$ cat config.mk
export PLATFORM = sky130hd
export DESIGN_NAME = answer_arbiter
export DESIGN_NICKNAME = d
export VERILOG_FILES = /design/src/rtl/answer_arbiter.sv
export SDC_FILE = /design/constraint.sdc
export NUM_CORES = 1
export LEC_CHECK = 0
export BUFFER_PORTS_ARGS = -buffer_cell sky130_fd_sc_hd__clkbuf_2
export CAP_MARGIN = 40
export CORE_MARGIN = 2
export CORE_UTILIZATION = 50
export DETAILED_ROUTE_END_ITERATION = 7
export HOLD_SLACK_MARGIN = 0.08
export PLACE_DENSITY = 0.66
export SYNTH_ARGS = -nofsm -noshare
export SYNTH_HDL_FRONTEND = slang
export SYNTH_SLANG_ARGS = --single-unit
$ cat constraint.sdc
create_clock -name clk -period 2.3 [get_ports clk]
set_input_delay 0.345 -clock clk [delete_from_list [all_inputs] [get_ports clk]]
set_output_delay 0.345 -clock clk [all_outputs]
set_load 0.01 [all_outputs]
$ cat src/rtl/answer_arbiter.sv
// Quiz-show answer arbiter: per-channel synchronizer + debouncer feeding a lock-first FSM.
// Optional early-press (foul) detection is enabled by defining ANSWER_FOUL_DETECT_EN.
module answer_arbiter #(
    parameter logic [19:0] DB = 20'd100000
) (
    input  logic       clk,
    input  logic       rst_n,
    input  logic [7:0] btn,
    input  logic       start,
    input  logic       clear,
    input  logic       time_up,
    output logic       run_pause,
    output logic       winner_valid,
    output logic [2:0] winner_id,
    output logic       timeout,
    output logic [7:0] foul_mask,
    output logic       beep_pulse
);

    typedef enum logic [1:0] {IDLE, ARMED, LOCKED, TIMEOUT} state_t;

    state_t     state_reg, state_next;
    logic [2:0] winner_id_reg, winner_id_next;
    logic       beep_reg, beep_next;
    logic [7:0] press;
    logic [7:0] eligible;
    logic       win_hit;
    logic [2:0] win_idx;

    generate
        for (genvar gi = 0; gi < 8; gi++) begin : g_chan
            logic        sync1_reg, sync2_reg, deb_reg, deb_d_reg;
            logic [19:0] cnt_reg;

            always_ff @(posedge clk or negedge rst_n) begin
                if (!rst_n) begin
                    sync1_reg <= 1'b0;
                    sync2_reg <= 1'b0;
                    deb_reg   <= 1'b0;
                    deb_d_reg <= 1'b0;
                    cnt_reg   <= '0;
                end else begin
                    sync1_reg <= btn[gi];
                    sync2_reg <= sync1_reg;
                    deb_d_reg <= deb_reg;
                    // Any sample agreeing with the current level restarts the stability count.
                    if (sync2_reg != deb_reg) begin
                        if (cnt_reg == DB) begin
                            deb_reg <= sync2_reg;
                            cnt_reg <= '0;
                        end else begin
                            cnt_reg <= cnt_reg + 20'd1;
                        end
                    end else begin
                        cnt_reg <= '0;
                    end
                end
            end

            assign press[gi] = deb_reg & ~deb_d_reg;
        end
    endgenerate

`ifdef ANSWER_FOUL_DETECT_EN
    logic [7:0] foul_reg, foul_next;

    always_ff @(posedge clk or negedge rst_n) begin
        if (!rst_n) foul_reg <= 8'h00;
        else        foul_reg <= foul_next;
    end

    assign foul_mask = foul_reg;
`else
    assign foul_mask = 8'h00;
`endif

    assign eligible = press & ~foul_mask;

    // Scan downward so the lowest pressed index is the one left standing.
    always_comb begin
        win_hit = 1'b0;
        win_idx = 3'd0;
        for (int i = 7; i >= 0; i--) begin
            if (eligible[i]) begin
                win_hit = 1'b1;
                win_idx = 3'(i);
            end
        end
    end

    always_comb begin
        state_next     = state_reg;
        winner_id_next = winner_id_reg;
        beep_next      = 1'b0;
`ifdef ANSWER_FOUL_DETECT_EN
        foul_next      = foul_reg;
`endif
        if (clear) begin
            state_next     = IDLE;
            winner_id_next = 3'd0;
`ifdef ANSWER_FOUL_DETECT_EN
            foul_next      = 8'h00;
`endif
        end else begin
            case (state_reg)
                IDLE: begin
`ifdef ANSWER_FOUL_DETECT_EN
                    foul_next = foul_reg | press;
                    beep_next = |(press & ~foul_reg);
`endif
                    if (start) state_next = ARMED;
                end
                ARMED: begin
                    if (win_hit) begin
                        state_next     = LOCKED;
                        winner_id_next = win_idx;
                        beep_next      = 1'b1;
                    end else if (time_up) begin
                        state_next = TIMEOUT;
                    end
                end
                LOCKED:  state_next = LOCKED;
                TIMEOUT: state_next = TIMEOUT;
                default: state_next = IDLE;
            endcase
        end
    end

    always_ff @(posedge clk or negedge rst_n) begin
        if (!rst_n) begin
            state_reg     <= IDLE;
            winner_id_reg <= 3'd0;
            beep_reg      <= 1'b0;
        end else begin
            state_reg     <= state_next;
            winner_id_reg <= winner_id_next;
            beep_reg      <= beep_next;
        end
    end

    assign run_pause    = (state_reg == ARMED);
    assign winner_valid = (state_reg == LOCKED);
    assign timeout      = (state_reg == TIMEOUT);
    assign winner_id    = winner_id_reg;
    assign beep_pulse   = beep_reg;

endmodule

; ---- After elaboration in Yosys (flattened, before gate mapping)
; Index checks and enable logic that the tools add are counted.
[word_totals]
ff_bits = 198
latchBits = 0
mem_bits_rw = 0
mem_bits_ro = 0
out_inout_bits = 15
wordCells = 144
n_memories = 0
[classes]
addsub = 8
multipliers = 0
div = 0
order_cmp = 0
n_eq_ne = 21
shift = 0
muxes = 43
n_bitwise = 16
n_reduce_logical = 13
[ops]
columns = cell, n
row1 = 20-bit 2-to-1 mux, 16
row2 = 20-bit by 1-bit adder with 20-bit output (second input constant), 8
row3 = 20-bit by 17-bit == test with 1-bit output (second input constant), 8
row4 = 3-bit 2-to-1 mux, 11
row5 = 2-bit AND reduction, 10
row6 = 1-bit 2-to-1 mux, 11
row7 = 1-bit bitwise AND, 8
row8 = 2-bit 2-to-1 mux, 4
row9 = 1-bit != test, 8
row10 = 1-bit inverter, 8
row11 = 2-bit one-hot mux with 4 select lines, 1
row12 = 2-bit == test (second input constant), 2
row13 = 4-bit by 3-bit != test with 1-bit output (second input constant), 1
row14 = 2-bit nonzero test, 2
row15 = 3-bit != test (second input constant), 1
row16 = 2-bit by 1-bit == test with 1-bit output (second input constant), 1
row17 = 2-bit zero test, 1

; ---- Depth between registers and ports, before layout
[logic_depth]
ltp_word = 13
ltp_mapped = 8

; ---- Least setup slack after synthesis
; OpenSTA, ideal clock, no wires.
[synth_path]
path_type = register -> register
start = register g_chan[4].deb_reg
end = register winner_id_reg[0], in the netlist winner_id[0]
setup_ns = 0.122
arrival_time_ns = 1.898
required_time_ns = 2.178
setup_slack_ns = 0.280
stages_incl_launch_ff = 6
synth_period_minus_slack_ns = 2.020
cell_sequence = dfrtp_1 nor2b_4 or4_4 or4b_4 o311a_1 a32o_1
[synth_between]
elab_chain_len = 9
word_cells_on_any_way = 16
classes_between = 13 x mux / 1 x bitwise / 2 x reduce/logical
[synth_rtl]
columns = item, line_no
row1 = from (decl), 32  ; logic sync1_reg, sync2_reg, deb_reg, deb_d_reg;
row2 = from (signal assigned), 49  ; deb_reg <= sync2_reg;
row3 = 1-bit bitwise AND (*), 60  ; assign press[gi] = deb_reg & ~deb_d_reg;
row4 = 3-bit 2-to-1 mux (5 in series), 84  ; if (eligible[i]) begin
row5 = 3-bit 2-to-1 mux, 114  ; if (win_hit) begin
row6 = 3-bit 2-to-1 mux, 105  ; case (state_reg)
row7 = 3-bit 2-to-1 mux, 98  ; if (clear) begin
row8 = to (signal assigned), 136  ; winner_id_reg <= winner_id_next;
row9 = to (decl), 23  ; logic [2:0] winner_id_reg, winner_id_next;
; Mark *: on every way between the ends. The rest lies on a longest branch, timed or not. The select of a mux whose other input is x is not followed.
; A chain may end at the register's enable or synchronous reset.

; ---- Worst setup path in the final report
; Same ends and word-level chain as after synthesis.

==> out/qor.yml <==
hold_viol_final: 0
grt_pass1_wl_mm: 28.9
place_hpwl_mm: 10.9
power.static_leakage_uw: 0.00470
async_reset_ff_share_pct: 100
yosys.area.top_type: "sky130_fd_sc_hd__dfrtp_1"
core-area_um2: 18100
wirelength_mm: 16.4
avgRoutedWirePerCell_um: 13.6
htree_levels: 4
worst_setup_path_startpoint: "g_chan[4].deb_reg"
final_period_minus_worst_setup_slack_ns: 2.11
place_ws_ns: 0.198
worst-path-max-fanout: 4
worst_setup_hold_path_clk_slew_ns: 0.07
vias_per_cell: 5.28
timing.critical_path.cells: "nor2b_4 -> or4_4 -> or4b_4 -> o311a_1 -> a32o_1"
drcViolationCount: 0
setup.worst_path.end: "winner_id[0]"
register_area_um2: 4950
synth.most_common_cell: "sky130_fd_sc_hd__dfrtp_1"
core.rowCount: 49
power_density_nw_per_um2: 643
numCtsBuffers: 17
antenna_cells: 0
area_used_by_multi_input_combinational_logic_um2: 4130
yosysWarningCount: 0
synth_enable_flop_cells: 0
ff2ff_setup_slack_ns: 0.19
largest_register_ff_count: 160
ys_top_cells_by_area: "sky130_fd_sc_hd__dfrtp_1, sky130_fd_sc_hd__xor2_1, sky130_fd_sc_hd__nor2_1"
final.setup.worst_slack_ns: 0.186
synth.cells.most_frequent: "sky130_fd_sc_hd__dfrtp_1, sky130_fd_sc_hd__nor2_1, sky130_fd_sc_hd__xor2_1, sky130_fd_sc_hd__nand2_1, sky130_fd_sc_hd__xnor2_1"
r2r_depth: 5
floorplan.die_area_um2: 19700
yosys_register_bits: 198
clock_insertion_delay_worst_skew_ns: 0.43
fillCellCount: 1546
grt_overflow: 0
setup_viol: 0
drv_slew: 0
ir_drop_mv: 0.481
layout.nets: 994
critical_path.top_delay_family: "simple AND/OR/NAND/NOR gates"
die_w_um: 140
drtAntennaViolNets: 0
cap_viol_max_count: 0
netlist_instances: 922
synthDistinctLibCells: 43
grt_setup_unrepaired: "no"
syn-cell-area_um2: 9310
outcome: "finished, final reports clean"
timing.rr.start: "g_chan[4].deb_reg"
clock_tree_root_driver_cell: "sky130_fd_sc_hd__clkbuf_16"
area_growth_from_synthesis_to_final_layout_pct: 11.9
crit_slowest_cell: "sky130_fd_sc_hd__or4b_4"
worstMarginPinSlew_ns: 0.490
synthFlopType: "sky130_fd_sc_hd__dfrtp_1"
pin_count: 28
synth_top_area_share_pct: 53.2
startpoint_type: "flip-flop"
timing.setup.critical_path_class: "flip-flop to flip-flop"
post_cts_resize_count: 0
antenna_found_initial: 0
post-route-period-util_pct: 91.9
synth-seq-area-share_pct: 53.2
worst_slew_margin_rel_pct: 67.0
maxClockFrequency_mhz: 473
drt_iter0_drc: 326
worstPathBufferInverterCount: 0
critical_path_depth: 5
finalClockSkew_ns: 0.0104
holdCritPathClass: "primary input to flip-flop"
slowest_delay_ns: 0.55
syn_area_per_cell_um2: 10.1
worstReg2RegEnd: "winner_id[0]"
first_global_vias: 6261
final.setup.tns_ns: 0
cp-end-kind: "flip-flop"
numPortBuffers: 19
routed-via-count: 6375
dieHeight_um: 140
cp_data_arrival_time_ns: 2.42
finalWeightedCongestion: 0.762
start_util_pct: 51.5
first_pass_iters: 4
ctsLongestPathBuffers: 2
grt_start_max_net_pins: 59
numClockSinks: 198
grt_usage_pct: 17.8
tritoncts: "done"
critPathRequiredTime_ns: 2.61
post_route_cells_drive_above_1_share_pct: 7.87
[per-stage QoR]
stage	std cells	cell area (um2)	util (%)	total power, uW	hold slack [ns]
2_1_floorplan	929	9340	-	3790	0.0494
3_3_place_gp	1166	9770	54.0	3930	0.260
3_5_place_dp	1166	9770	54.0	3930	0.260
4_1_cts	1207	10400	57.6	6780	0.145
5_1_grt	1207	10400	57.6	6960	0.169
6_report	1207	10400	57.6	6700	0.175
[cells in the final DEF, fill, tap and decap left out, types with 7 or more instances in the layout]
| cell type | n |
|---|---|
| sky130_fd_sc_hd__dfrtp_1 | 198 |
| sky130_fd_sc_hd__nor4_1 | 14 |
| sky130_fd_sc_hd__nor2b_1 | 9 |
| sky130_fd_sc_hd__inv_1 | 28 |
| sky130_fd_sc_hd__a21oi_1 | 9 |
| sky130_fd_sc_hd__nand4_1 | 41 |
| sky130_fd_sc_hd__conb_1 | 8 |
| sky130_fd_sc_hd__clkbuf_2 | 18 |
| sky130_fd_sc_hd__dlygate4sd3_1 | 9 |
| sky130_fd_sc_hd__nor3_1 | 12 |
| sky130_fd_sc_hd__clkbuf_16 | 17 |
| sky130_fd_sc_hd__nor2_1 | 185 |
| sky130_fd_sc_hd__and4_1 | 17 |
| sky130_fd_sc_hd__and2_1 | 9 |
| sky130_fd_sc_hd__xor2_1 | 95 |
| sky130_fd_sc_hd__or3_1 | 7 |
| sky130_fd_sc_hd__ha_1 | 16 |
| sky130_fd_sc_hd__nand2_1 | 61 |
| sky130_fd_sc_hd__buf_4 | 14 |
| sky130_fd_sc_hd__nand3_1 | 51 |
| sky130_fd_sc_hd__and3_1 | 29 |
| sky130_fd_sc_hd__nor4b_1 | 15 |
| sky130_fd_sc_hd__xnor2_1 | 52 |
[power breakdown]
| part | switching [uW] | internal [uW] | total, uW |
|---|---|---|---|
| registers | 52.1 | 3530 | 3580 |
| logic | 186 | 100 | 286 |
| clock network | 1280 | 1550 | 2830 |
[worst min-delay path by stage]
| stage | cells after the start | startpoint | endpoint |
|---|---|---|---|
| global route | 2 | clear | state_reg[0] |
| floorplan | 0 | rst_n | beep_pulse |
| CTS | 2 | clear | state_reg[0] |
| global placement | 1 | rst_n | g_chan[0].cnt_reg[8] |
| detailed placement | 1 | rst_n | g_chan[0].cnt_reg[8] |
| finish | 3 | start | state_reg[0] |
[worst register-to-register path: stages (launching register included)]
cell and delay [ns]:
sky130_fd_sc_hd__dfrtp_1 0.41, sky130_fd_sc_hd__nor2b_4 0.15, sky130_fd_sc_hd__or4_4 0.53, sky130_fd_sc_hd__or4b_4 0.55, sky130_fd_sc_hd__o311a_1 0.15, sky130_fd_sc_hd__a32o_1 0.21
[metal layers]
layer,part of all wire [%],vias to the layer above,GRT usage (%),wire (um)
li1,-,3176,-,-
met1,51,3106,25.5,8400
met2,45,78,27.4,7350
met3,2.7,15,4.17,444
met4,1.0,0,4.89,164
met5,0,-,0,0
[timing repair]
action,4_1_cts,5_1_grt
setup buffers,0,0
hold buffers,9,0
hold endpoints to repair,35,0
[logic make-up (layout without fill, tap and decap cells)]
| family | Yosys count | in the layout | share of synthesized area (%) |
|---|---|---|---|
| other | 1 | 8 | 0.0403 |
| xor gates and xnor gates | 147 | 147 | 13.8 |
| buffers and inverters | 57 | 106 | 2.69 |
| DFF | 198 | 198 | 53.2 |
| adders and majority gates | 16 | 16 | 2.15 |
| AOI/OAI and AO/OA | 24 | 24 | 1.55 |
| muxes | 8 | 8 | 0.968 |
| and+or+nand+nor | 471 | 471 | 25.6 |
[layout make-up]
class	instances	area share, %
flip-flops and latches	198	47.6
multi-input cells	674	39.6
clock buffers	21	4.42
repair buffers	46	3.64
well taps	229	2.75
inverters	28	1.01
clock inverters	11	0.985
(Power assumes the default switching activity.)
